[src/rtl/mem_port_arbiter_pkg.sv]
// Shared encodings for the memory port arbiter and its lane-alignment helper.
//   arb_state_e : arbiter FSM states
//   size_e      : access size codes carried with a data request
//   owner_e     : which requester owns the transaction in flight
package mem_port_arbiter_pkg;

    typedef enum logic [1:0] {
        ST_IDLE = 2'd0,
        ST_REQ  = 2'd1,
        ST_RESP = 2'd2
    } arb_state_e;

    typedef enum logic [1:0] {
        SZ_B = 2'd0,
        SZ_H = 2'd1,
        SZ_W = 2'd2,
        SZ_D = 2'd3
    } size_e;

    typedef enum logic {
        OWN_IF = 1'b0,
        OWN_D  = 1'b1
    } owner_e;

    // Byte-enable pattern for an access of the given size, starting at lane 0.
    function automatic logic [7:0] size_byte_mask(input size_e size);
        logic [7:0] mask;
        case (size)
            SZ_B:    mask = 8'h01;
            SZ_H:    mask = 8'h03;
            SZ_W:    mask = 8'h0F;
            default: mask = 8'hFF;
        endcase
        return mask;
    endfunction

endpackage

[src/rtl/mem_port_arbiter_lane_align.sv]
// Combinational byte-lane alignment between a right-justified requester view
// and the 64-bit memory bus.
//   byte_off      : address bits [2:0] of the access
//   size          : access size code
//   wdata         : right-justified store data
//   rdata         : raw memory read data
//   wstrb         : byte strobes placed on the addressed lanes (upper lanes
//                   of a crossing access fall off the top)
//   wdata_aligned : store data shifted onto the addressed lanes
//   rdata_aligned : read data shifted down to bit 0 and masked to the size
module mem_lane_align
    import mem_port_arbiter_pkg::*;
(
    input  logic [2:0]  byte_off,
    input  size_e       size,
    input  logic [63:0] wdata,
    input  logic [63:0] rdata,
    output logic [7:0]  wstrb,
    output logic [63:0] wdata_aligned,
    output logic [63:0] rdata_aligned
);

    logic [7:0]  size_mask;
    logic [63:0] rdata_shifted;
    logic [63:0] rdata_mask;

    assign size_mask     = size_byte_mask(size);
    assign wstrb         = size_mask << byte_off;
    assign wdata_aligned = wdata << {byte_off, 3'b000};
    assign rdata_shifted = rdata >> {byte_off, 3'b000};

    always_comb begin
        rdata_mask = '0;
        for (int i = 0; i < 8; i++) begin
            rdata_mask[8*i +: 8] = {8{size_mask[i]}};
        end
    end

    assign rdata_aligned = rdata_shifted & rdata_mask;

endmodule

[src/rtl/mem_port_arbiter.sv]
// Arbitrates the single 64-bit memory port between instruction fetch and the
// ID-stage data request. One transaction is outstanding at a time; data wins
// unless fetch has lost STARVE_LIMIT grants in a row.
//
// State table
//   ST_IDLE | no transaction; grant decided combinationally from the requests
//   ST_REQ  | memory request presented with the latched payload
//   ST_RESP | request accepted, waiting for read data / write ack
//
// Ports
//   clk, rst                        : clock, async active-low reset
//   if_req_valid_i/if_addr_i        : fetch request (4-byte aligned address)
//   if_req_ready_o                  : fetch accepted this cycle
//   if_resp_valid_o/if_rdata_o      : fetch response pulse and instruction word
//   d_req_valid_i/d_wen_i/d_addr_i/
//   d_wdata_i/d_wlen_i              : data request (right-justified store data)
//   d_req_ready_o                   : data request accepted this cycle
//   d_resp_valid_o/d_rdata_o        : load data / store ack pulse, load data
//   mem_req_*/mem_resp_*            : memory port
//   busy_o                          : transaction in flight
module mem_port_arbiter
    import mem_port_arbiter_pkg::*;
#(
    parameter int STARVE_LIMIT = 4,
    parameter int ADDR_W       = 64,
    parameter int DATA_W       = 64
) (
    input  logic              clk,
    input  logic              rst,
    input  logic              if_req_valid_i,
    input  logic [ADDR_W-1:0] if_addr_i,
    output logic              if_req_ready_o,
    output logic              if_resp_valid_o,
    output logic [31:0]       if_rdata_o,
    input  logic              d_req_valid_i,
    input  logic              d_wen_i,
    input  logic [ADDR_W-1:0] d_addr_i,
    input  logic [DATA_W-1:0] d_wdata_i,
    input  logic [1:0]        d_wlen_i,
    output logic              d_req_ready_o,
    output logic              d_resp_valid_o,
    output logic [DATA_W-1:0] d_rdata_o,
    output logic              mem_req_valid_o,
    input  logic              mem_req_ready_i,
    output logic              mem_wen_o,
    output logic [ADDR_W-1:0] mem_addr_o,
    output logic [DATA_W-1:0] mem_wdata_o,
    output logic [7:0]        mem_wstrb_o,
    input  logic              mem_resp_valid_i,
    input  logic [DATA_W-1:0] mem_rdata_i,
    output logic              busy_o
);

    localparam int CNT_W = $clog2(STARVE_LIMIT + 1);
    typedef logic [CNT_W-1:0] cnt_t;
    localparam cnt_t CNT_MAX = cnt_t'(STARVE_LIMIT);

    arb_state_e        state_q, state_d;
    owner_e            owner_q;
    logic [ADDR_W-1:0] addr_q;
    logic              wen_q;
    size_e             size_q;
    logic [DATA_W-1:0] wdata_q;
    cnt_t              starve_q;

    logic              if_resp_valid_q, d_resp_valid_q;
    logic [31:0]       if_rdata_q;
    logic [DATA_W-1:0] d_rdata_q;

    logic              grant_if, grant_d, resp_fire;
    logic [7:0]        lane_wstrb;
    logic [DATA_W-1:0] lane_wdata, lane_rdata;

    mem_lane_align u_lane_align (
        .byte_off      (addr_q[2:0]),
        .size          (size_q),
        .wdata         (wdata_q),
        .rdata         (mem_rdata_i),
        .wstrb         (lane_wstrb),
        .wdata_aligned (lane_wdata),
        .rdata_aligned (lane_rdata)
    );

    always_comb begin
        state_d   = state_q;
        grant_if  = 1'b0;
        grant_d   = 1'b0;
        resp_fire = 1'b0;
        case (state_q)
            ST_IDLE: begin
                grant_if = if_req_valid_i & (~d_req_valid_i | (starve_q == CNT_MAX));
                grant_d  = d_req_valid_i & ~grant_if;
                if (grant_if | grant_d) state_d = ST_REQ;
            end
            ST_REQ: begin
                if (mem_req_ready_i) state_d = ST_RESP;
            end
            ST_RESP: begin
                if (mem_resp_valid_i) begin
                    resp_fire = 1'b1;
                    state_d   = ST_IDLE;
                end
            end
            default: state_d = ST_IDLE;
        endcase
    end

    always_ff @(posedge clk or negedge rst) begin
        if (!rst) begin
            state_q <= ST_IDLE;
        end else begin
            state_q <= state_d;
        end
    end

    always_ff @(posedge clk or negedge rst) begin
        if (!rst) begin
            owner_q <= OWN_IF;
            addr_q  <= '0;
            wen_q   <= 1'b0;
            size_q  <= SZ_B;
            wdata_q <= '0;
        end else if (grant_if) begin
            owner_q <= OWN_IF;
            addr_q  <= if_addr_i;
            wen_q   <= 1'b0;
            size_q  <= SZ_W;
            wdata_q <= '0;
        end else if (grant_d) begin
            owner_q <= OWN_D;
            addr_q  <= d_addr_i;
            wen_q   <= d_wen_i;
            size_q  <= size_e'(d_wlen_i);
            wdata_q <= d_wdata_i;
        end
    end

    // Counts data grants that bypassed a waiting fetch.
    always_ff @(posedge clk or negedge rst) begin
        if (!rst) begin
            starve_q <= '0;
        end else if (grant_if) begin
            starve_q <= '0;
        end else if (grant_d && if_req_valid_i && (starve_q != CNT_MAX)) begin
            starve_q <= starve_q + cnt_t'(1);
        end
    end

    always_ff @(posedge clk or negedge rst) begin
        if (!rst) begin
            if_resp_valid_q <= 1'b0;
            d_resp_valid_q  <= 1'b0;
            if_rdata_q      <= '0;
            d_rdata_q       <= '0;
        end else begin
            if_resp_valid_q <= resp_fire && (owner_q == OWN_IF);
            d_resp_valid_q  <= resp_fire && (owner_q == OWN_D);
            if (resp_fire && (owner_q == OWN_IF)) begin
                if_rdata_q <= addr_q[2] ? mem_rdata_i[63:32] : mem_rdata_i[31:0];
            end
            if (resp_fire && (owner_q == OWN_D)) begin
                d_rdata_q <= lane_rdata;
            end
        end
    end

    // Readies are held low during reset so every output is quiet while rst=0.
    assign if_req_ready_o  = grant_if & rst;
    assign d_req_ready_o   = grant_d & rst;
    assign if_resp_valid_o = if_resp_valid_q;
    assign d_resp_valid_o  = d_resp_valid_q;
    assign if_rdata_o      = if_rdata_q;
    assign d_rdata_o       = d_rdata_q;

    assign mem_req_valid_o = (state_q == ST_REQ);
    assign mem_wen_o       = wen_q;
    assign mem_addr_o      = {addr_q[ADDR_W-1:3], 3'b000};
    assign mem_wdata_o     = lane_wdata;
    assign mem_wstrb_o     = wen_q ? lane_wstrb : 8'h00;
    assign busy_o          = (state_q != ST_IDLE);

endmodule

[config.mk]
export PLATFORM = sky130hd
export DESIGN_NAME = mem_port_arbiter
export DESIGN_NICKNAME = d
export VERILOG_FILES = /design/src/rtl/mem_port_arbiter_pkg.sv /design/src/rtl/mem_port_arbiter_lane_align.sv /design/src/rtl/mem_port_arbiter.sv
export SDC_FILE = /design/constraint.sdc
export NUM_CORES = 1
export LEC_CHECK = 0
export BUFFER_PORTS_ARGS = -buffer_cell sky130_fd_sc_hd__buf_2
export CAP_MARGIN = 40
export CELL_PAD_IN_SITES_DETAIL_PLACEMENT = 1
export CELL_PAD_IN_SITES_GLOBAL_PLACEMENT = 2
export CORE_ASPECT_RATIO = 1.5
export CORE_MARGIN = 4
export CORE_UTILIZATION = 30
export CTS_BUF_LIST = sky130_fd_sc_hd__clkbuf_8
export DETAILED_ROUTE_END_ITERATION = 7
export MAX_ROUTING_LAYER = met4
export PLACE_DENSITY = 0.86
export REMOVE_ABC_BUFFERS = 1
export SLEW_MARGIN = 0
export SYNTH_ARGS = -nofsm -noshare
export SYNTH_HDL_FRONTEND = slang
export SYNTH_SLANG_ARGS = --single-unit
[constraint.sdc]
create_clock -name clk -period 2.5 [get_ports clk]
set_clock_uncertainty 0.05 [all_clocks]
set_input_delay 0 -clock clk [delete_from_list [all_inputs] [get_ports clk]]
set_output_delay 0 -clock clk [all_outputs]
set_load 0.02 [all_outputs]
After elaboration in Yosys (flattened, before gate mapping) --
Cells that the tools add are included.
Operators by class: add/subtract/negate cells 1, equality and inequality tests 9, shifts and indexed selects 3, mux-type cells 23, bitwise gates (word level) 10, reductions and logical operators 10
Operators by type and width (count):
- 2-to-1 mux 64 bit | 4
- AND 64 bit | 1
- left shift 64 x 6 -> 64 bit | 1
- right shift 64 x 6 -> 64 bit | 1
- 2-to-1 mux 32 bit | 1
- one-hot mux 8 bit (3 select lines) | 1
- 2-to-1 mux 2 bit | 5
- 2-to-1 mux 1 bit | 8
- 2-to-1 mux 8 bit | 1
- left shift 8 x 3 -> 8 bit | 1
- 2-to-1 mux 3 bit | 2
- one-hot mux 2 bit (3 select lines) | 1
- nonzero test 2 bit | 3
- AND 1 bit | 4
- == test 2 x 1 -> 1 bit (second input constant) | 2
- == test 2 bit (second input constant) | 2
- logical AND 1 bit | 4
- zero test 2 bit | 2
- != test 2 bit (second input constant) | 2
- adder 3 x 1 -> 3 bit (second input constant) | 1
- == test 3 bit (second input constant) | 1
- != test 3 bit (second input constant) | 1
- inverter 1 bit | 3
- AND reduction 3 bit | 1
- 2 further kinds | 3
Word-level totals: flip-flop bits (word level) 235, input port bits 265, output and inout bits 239, logic and storage cells 67

Logic depth before layout (Yosys ltp) --
Gate-level depths: netlist (run 1).
word-level depth 10, mapped depth 8, mapped depth without buffers 6

By module --
From an unflattened synthesis (run 1), not the netlist that was laid out.
Unflattened totals: cells, all modules 1242, area, all modules 13429.1 µm²
Modules (own cells, without submodules):
- mem_port_arbiter | times used 1, cells an instance 759, area an instance 9933.3 µm², seq. area each 5880.6 µm²
- mem_lane_align | times used 1, cells an instance 483, area an instance 3495.9 µm², seq. area each 0.0 µm²

Least setup slack after synthesis (run 1) --
No wires, ideal clock.
path type register to output, start point reg addr_q[1], end point out mem_wstrb_o[7], data arrival time 1737 ps, data required time 2450 ps, slack 713 ps, stages on the path, launching flop included 7, buffers on the path 3, cells stage by stage dfrtp_1 > buf_2 > buf_2 > buf_2 > o21a_1 > nor2_1 > a211oi_1
Between the ends: word-level cells in the longest chain between the ends 2
RTL lines:
- from (decl) | line mem_port_arbiter.sv:60 | logic [ADDR_W-1:0] addr_q;
- from (signal assigned) | line mem_port_arbiter.sv:125 | addr_q <= if_addr_i;
- from (signal assigned) | line mem_port_arbiter.sv:131 | addr_q <= d_addr_i;
- left shift 8 x 3 -> 8 bit | line mem_port_arbiter_lane_align.sv:28 | assign wstrb = size_mask << byte_off;
- 2-to-1 mux 8 bit | line mem_port_arbiter.sv:179 | assign mem_wstrb_o = wen_q ? lane_wstrb : 8'h00;
- to (decl) | line mem_port_arbiter.sv:48 | output logic [7:0] mem_wstrb_o,
Every way passes these cells.

Worst setup path after layout (run 1) --
start point reg addr_q[2], end point out mem_wdata_o[12]
Between the ends: word-level cells in the longest chain between the ends 1
RTL lines:
- left shift 64 x 6 -> 64 bit | line mem_port_arbiter_lane_align.sv:29 | assign wdata_aligned = wdata << {byte_off, 3'b000};
- to (decl) | line mem_port_arbiter.sv:47 | output logic [DATA_W-1:0] mem_wdata_o,
Every way passes these cells.

==> impl_metrics.tcl, run 1 <==
set metrics [dict create \
    status "finished clean" \
    p_clk_share_pct 14.9 \
    grt_max_degree 90 \
    top_layer "met4" \
    gp_congestion 0.8610 \
    final_common_cell "buf_2" \
    drc_errors 0 \
    p_sw_uw 12850 \
    cp_data_required_time_ps 2450 \
    drtIter0Drc 729 \
    initial_core_util_pct 30.52 \
    core_um2 43290 \
    combPwrFrac_pct 58.9 \
    cp-start-kind "flop" \
    final_cell_mix "buf_2, dlygate4sd3_1, dfrtp_1" \
    syn_area_per_cell_um2 9.700 \
    synth_fa_ha_area_share_pct 0.1894 \
    min_period_over_period_pct 97.14 \
    ys_ff_latch 235 \
    ff2ff_setup_slack_ps 120 \
    post-place-ws_ps 124.6 \
    numPortBuffers 500 \
    ioPinCount 504 \
    grt_pass1_vias 15990 \
    dp_hpwl_um 43950 \
    cts_tree "built" \
    syn_area_um2 13210 \
    reg2reg_to "d_rdata_o[14]" \
    grt_pass1_wl_um 99330 \
    grt.overflow.total 0 \
    drv_slew 0 \
    fmax_ghz 0.4118 \
    critPathTopFamily "simple AND/OR/NAND/NOR gates" \
    worst_r2r_startpoint "addr_q[1]" \
    die_x_um 179.3 \
    layout.nets 2356 \
    hold_violations 0 \
    cap_violations 0 \
    synth_top_area_cell "dfrtp_1" \
    cts_sinks 235 \
    fp.dieH_um 265.0 \
    final_area_um2 20050 \
    ant_nets 0 \
    muxShareOfSynthArea_pct 19.09 \
    whs_ps 54.27 \
    grtUsageTotal_pct 28.14 \
    seq_area_frac_synth_pct 44.51 \
    hold_class "primary input to async pin" \
    ys_warn_count 0 \
    period_minus_slack_ps 2428 \
    critPathKind "flop to primary output" \
    antenna_found_initial 11 \
    cpPeakStageDelay_ps 540 \
    num_rows 93 \
    timing.reg2reg.worst_path_depth 8 \
    cts-root-buf "clkbuf_8" \
    die-area_um2 47530 \
    synth_area_leaders "dfrtp_1, mux2i_1, a22o_1" \
    synth-xor-area-share_pct 0.06629 \
    post_synth_num_cell_types 47 \
    setup_ws_ps 71.52 \
    dr_wl_met2_um 33820 \
    vias 14070 \
    cp.buffers_inverters 2 \
    yosysTopAreaCellShare_pct 44.51 \
    swShare_pct 49.00 \
    cts_buffers 41 \
    cts.clk_slew.worst_paths_ps 70 \
    clk_path_buf_depth 3 \
    viasPerCell 5.213 \
    path_max_fanout 37 \
    power_frac_seq_pct 26.2 \
    synth_top_family_by_area "multiplexers" \
    ir_drop_uv 502.8 \
    intPower_uw 13380 \
    synth-compound-area-share_pct 18.69 \
    wl_met1_um 25510 \
    slew_headroom_pct 41.21 \
    avgRoutedWirePerCell_um 24.87 \
    synth-simple-area-share_pct 9.764 \
    utilization_pct 46.32 \
    wl_um 67160 \
    synth_ff_type "dfrtp_1" \
    setup_viol 0 \
    end_kind "primary output" \
    async_flop_share_pct 100.0 \
    clk_latency_ps 570 \
    synthCells 1362 \
    placed_area_um2 16030 \
    worstPathCellList "buf_4 -> or2_4 -> nor2_1 -> buf_2" \
    h-tree-depth 2 \
    drive_gt1_share_pct 32.01 \
    firstDrtPassIters 5 \
    slowest_stage "dfrtp_4" \
    arrival_ps 2380 \
    power_density_nw_per_um2 1308 \
    rsz0062_at_grt "true" \
    wl_met3_um 4631 \
    area_delta_synth_final_pct 51.77 \
    synth_edf_count 0 \
    worst_pin_slew_ps 877.0 \
    power_leakage_uw 0.009726 \
]
-- metrics by stage --
step | TNS [ps] | total power, uW | std cells
final | 0 | 26230 | 2700
after detailed placement | 0 | 21140 | 2310
after global placement | 0 | 20770 | 2307
after floorplan | -901040 | 15520 | 1188
after CTS | 0 | 25930 | 2686
after global routing | -65.51 | 27900 | 2699
-- how the worst max path moves through the flow --
stage	start	to	cells past startpoint
finish	addr_q[2]	mem_wdata_o[12]	4
global route	addr_q[2]	mem_wdata_o[6]	5
CTS	addr_q[1]	mem_wdata_o[61]	5
detailed placement	starve_q[0]	addr_q[2]	7
global placement	state_q[0]	addr_q[0]	5
floorplan	if_req_valid_i	addr_q[0]	2
-- worst reg2reg max path: cells and delay by family (launching register included) --
family,cells,cell delay [ps]
AO/OA/AOI/OAI,2,350
AND/OR/NAND/NOR,1,160
flip-flops,1,430
buffers and inverters,5,1280
-- power groups by stage --
| stage | clock network (uW) | registers [uW] | logic [uW] |
|---|---|---|---|
| after floorplan | 0 | 8800 | 6710 |
| after CTS | 4010 | 6810 | 15100 |
| after global routing | 4200 | 7070 | 16600 |
| final | 3900 | 6870 | 15500 |
| after global placement | 0 | 6840 | 13900 |
| after detailed placement | 0 | 6910 | 14200 |
-- state kept, by name, indices dropped and copies added, names as in the netlist, 2 cells and up --
register    count
addr_q         64
d_rdata_o      64
wdata_q        64
if_rdata_o     32
starve_q        3
size_q          2
state_q         2
-- cells in the mapped netlist, types with 5 or more instances --
cell and n:
inv_1 8, clkbuf_1 70, a22oi_1 18, o32ai_1 8
buf_1 7, buf_2 28, nor2b_1 11, dfrtp_1 235
a32o_1 8, o31ai_1 8, o21ai_1 13, o221ai_1 8
nand2_1 146, a22o_1 82, mux2_2 32, o21ai_0 118
and2_1 19, o211ai_1 15, o22ai_1 16, nand2b_1 5
a21oi_1 83, buf_4 67, nor2_1 103, mux2i_1 216
-- repair_timing --
item,4_1_cts,5_1_grt
endpoints found under the setup margin,41,11
pin swaps,1,0
gates resized for setup,7,6
hold buffers,294,0
hold endpoints to repair,467,0
buffers inserted,10,2
-- layout make-up --
| class | instances | area (um^2) |
|---|---|---|
| clock inverter | 21 | 166.4 |
| sequential | 235 | 5892 |
| antenna | 12 | 30.03 |
| timing repair buffer | 858 | 6110 |
| fill | 4974 | 23240 |
| clock buffer | 51 | 701.9 |
| tap | 570 | 713.2 |
| inverter | 10 | 37.54 |
| multi-input combinational | 943 | 6400 |
-- logic make-up after synthesis --
| group | after synthesis |
|---|---|
| compound gates | 384 |
| xor+xnor | 1 |
| fa+ha+maj | 2 |
| buf+inv | 186 |
| flops | 235 |
| mux | 248 |
| other cells | 1 |
| simple gates | 305 |
-- routing by layer --
| metal | up-vias | GRT usage [%] |
|---|---|---|
| met5 | - | - |
| met4 | 0 | 12.15 |
| met3 | 166 | 6.341 |
| met2 | 630 | 48.21 |
| met1 | 7004 | 31.23 |
| li1 | 6274 | - |
No activity file was read; power rests on OpenSTA's default activity.
==> run 2: changes to the inputs <==
--- a/config.mk
+++ b/config.mk
@@ -17,6 +17,7 @@
 export MAX_ROUTING_LAYER = met4
 export PLACE_DENSITY = 0.86
 export REMOVE_ABC_BUFFERS = 1
+export SETUP_SLACK_MARGIN = 0.15
 export SLEW_MARGIN = 0
 export SYNTH_ARGS = -nofsm -noshare
 export SYNTH_HDL_FRONTEND = slang
==> impl_metrics.tcl, run 2 (synthesis gave the netlist of run 1 again) <==
set metrics [dict create \
    status "finished clean" \
    worst_pin_slew_ps 874.2 \
    final_common_cell "buf_2" \
    hold_violations 0 \
    cts_tree "built" \
    ioPinCount 504 \
    swShare_pct 48.65 \
    final_cell_mix "buf_2, dlygate4sd3_1, dfrtp_1" \
    setup_viol 0 \
    ant_nets 0 \
    cp-start-kind "flop" \
    grt_max_degree 90 \
    avgRoutedWirePerCell_um 25.35 \
    cp_data_required_time_ps 2450 \
    min_period_over_period_pct 98.31 \
    grt_pass1_wl_um 100500 \
    fmax_ghz 0.4069 \
    hold_class "primary input to async pin" \
    combPwrFrac_pct 60.3 \
    drive_gt1_share_pct 33.93 \
    drtIter0Drc 765 \
    gp_congestion 0.8610 \
    rsz0062_at_grt "true" \
    grt.overflow.total 0 \
    viasPerCell 5.219 \
    grt_pass1_vias 15980 \
    p_clk_share_pct 14.3 \
    vias 14150 \
    cts_buffers 41 \
    clk_path_buf_depth 3 \
    initial_core_util_pct 30.52 \
    slew_headroom_pct 41.40 \
    h-tree-depth 2 \
    power_frac_seq_pct 25.4 \
    layout.nets 2366 \
    placed_area_um2 16030 \
    firstDrtPassIters 5 \
    antenna_found_initial 14 \
    die_x_um 179.3 \
    drv_slew 0 \
    clk_latency_ps 570 \
    final_area_um2 20490 \
    power_density_nw_per_um2 1333 \
    arrival_ps 2410 \
    whs_ps 50.59 \
    dp_hpwl_um 43950 \
    period_minus_slack_ps 2458 \
    grtUsageTotal_pct 28.53 \
    drc_errors 0 \
    numPortBuffers 500 \
    end_kind "primary output" \
    die-area_um2 47530 \
    num_rows 93 \
    p_sw_uw 13290 \
    cts.clk_slew.worst_paths_ps 70 \
    cap_violations 0 \
    area_delta_synth_final_pct 55.09 \
    core_um2 43290 \
    ir_drop_uv 506.7 \
    path_max_fanout 12 \
    cts_sinks 235 \
    critPathKind "flop to primary output" \
    power_leakage_uw 0.009860 \
    intPower_uw 14030 \
    fp.dieH_um 265.0 \
    cts-root-buf "clkbuf_8" \
    ff2ff_setup_slack_ps 250 \
    wl_um 68750 \
]
## run 2: power groups by stage
stage                     sequential (uW)  clock [uW]  combinational (uW)
after floorplan                      8800           0                6710
after global placement               6840           0               13900
after detailed placement             6910           0               14200
after CTS                            6780        4010               15800
after global routing                 7110        4190               17600
final                                6930        3910               16500
## run 2: per-layer routing
layer / track usage [%] / part of all wire [%]
met1: 31.75 / 38
met2: 48.86 / 50
met3: 6.227 / 6.9
met4: 12.51 / 4.8
met5: - / 0
## run 2: layout make-up
type	count	area, um^2
antenna	14	35.03
timing repair buffer	868	6359
multi-input combinational	943	6585
fill	4932	22800
clock inverter	21	166.4
sequential	235	5892
inverter	10	37.54
tap	570	713.2
clock buffer	51	701.9
## run 2: critical path: stages, from the launching register on
cell and delay [ps]:
dfrtp_4 500, buf_12 160, bufbuf_16 300, mux2i_2 170, nand2_1 100, o21ai_1 70
o21ai_0 330, buf_4 220
## run 2: worst paths after layout
check                              start         endpoint  cells after the start
min in group clk           d_wdata_i[15]      wdata_q[15]                      3
max in group asynchronous            rst      wdata_q[39]                      3
setup / recovery               addr_q[1]  mem_wdata_o[53]                      7
setup reg to reg              state_q[0]       addr_q[41]                      7
hold reg to reg            d_rdata_o[33]    d_rdata_o[33]                      2
hold / removal                       rst   if_rdata_o[19]                      3
## run 2: metrics by stage
| step | TNS (ps) | power [uW] | utilization [%] | instances | setup slack (ps) |
|---|---|---|---|---|---|
| final | 0 | 27320 | 47.34 | 2712 | 42.13 |
| after global routing | -10.93 | 28930 | 47.34 | 2712 | -10.93 |
| after CTS | 0 | 26610 | 46.77 | 2691 | 97.79 |
| after detailed placement | 0 | 21140 | 37.04 | 2310 | 124.6 |
| after global placement | 0 | 20770 | 36.98 | 2307 | 211.2 |
| after floorplan | -901040 | 15520 | - | 1188 | -4300 |
## run 2: repair_timing
action,4_1_cts,5_1_grt
cloned,2,1
pin swaps,3,7
endpoints found under the setup margin,73,56
endpoints found under the hold margin,467,0
buffers inserted,16,6
resized for setup,54,40
hold buffers,291,0
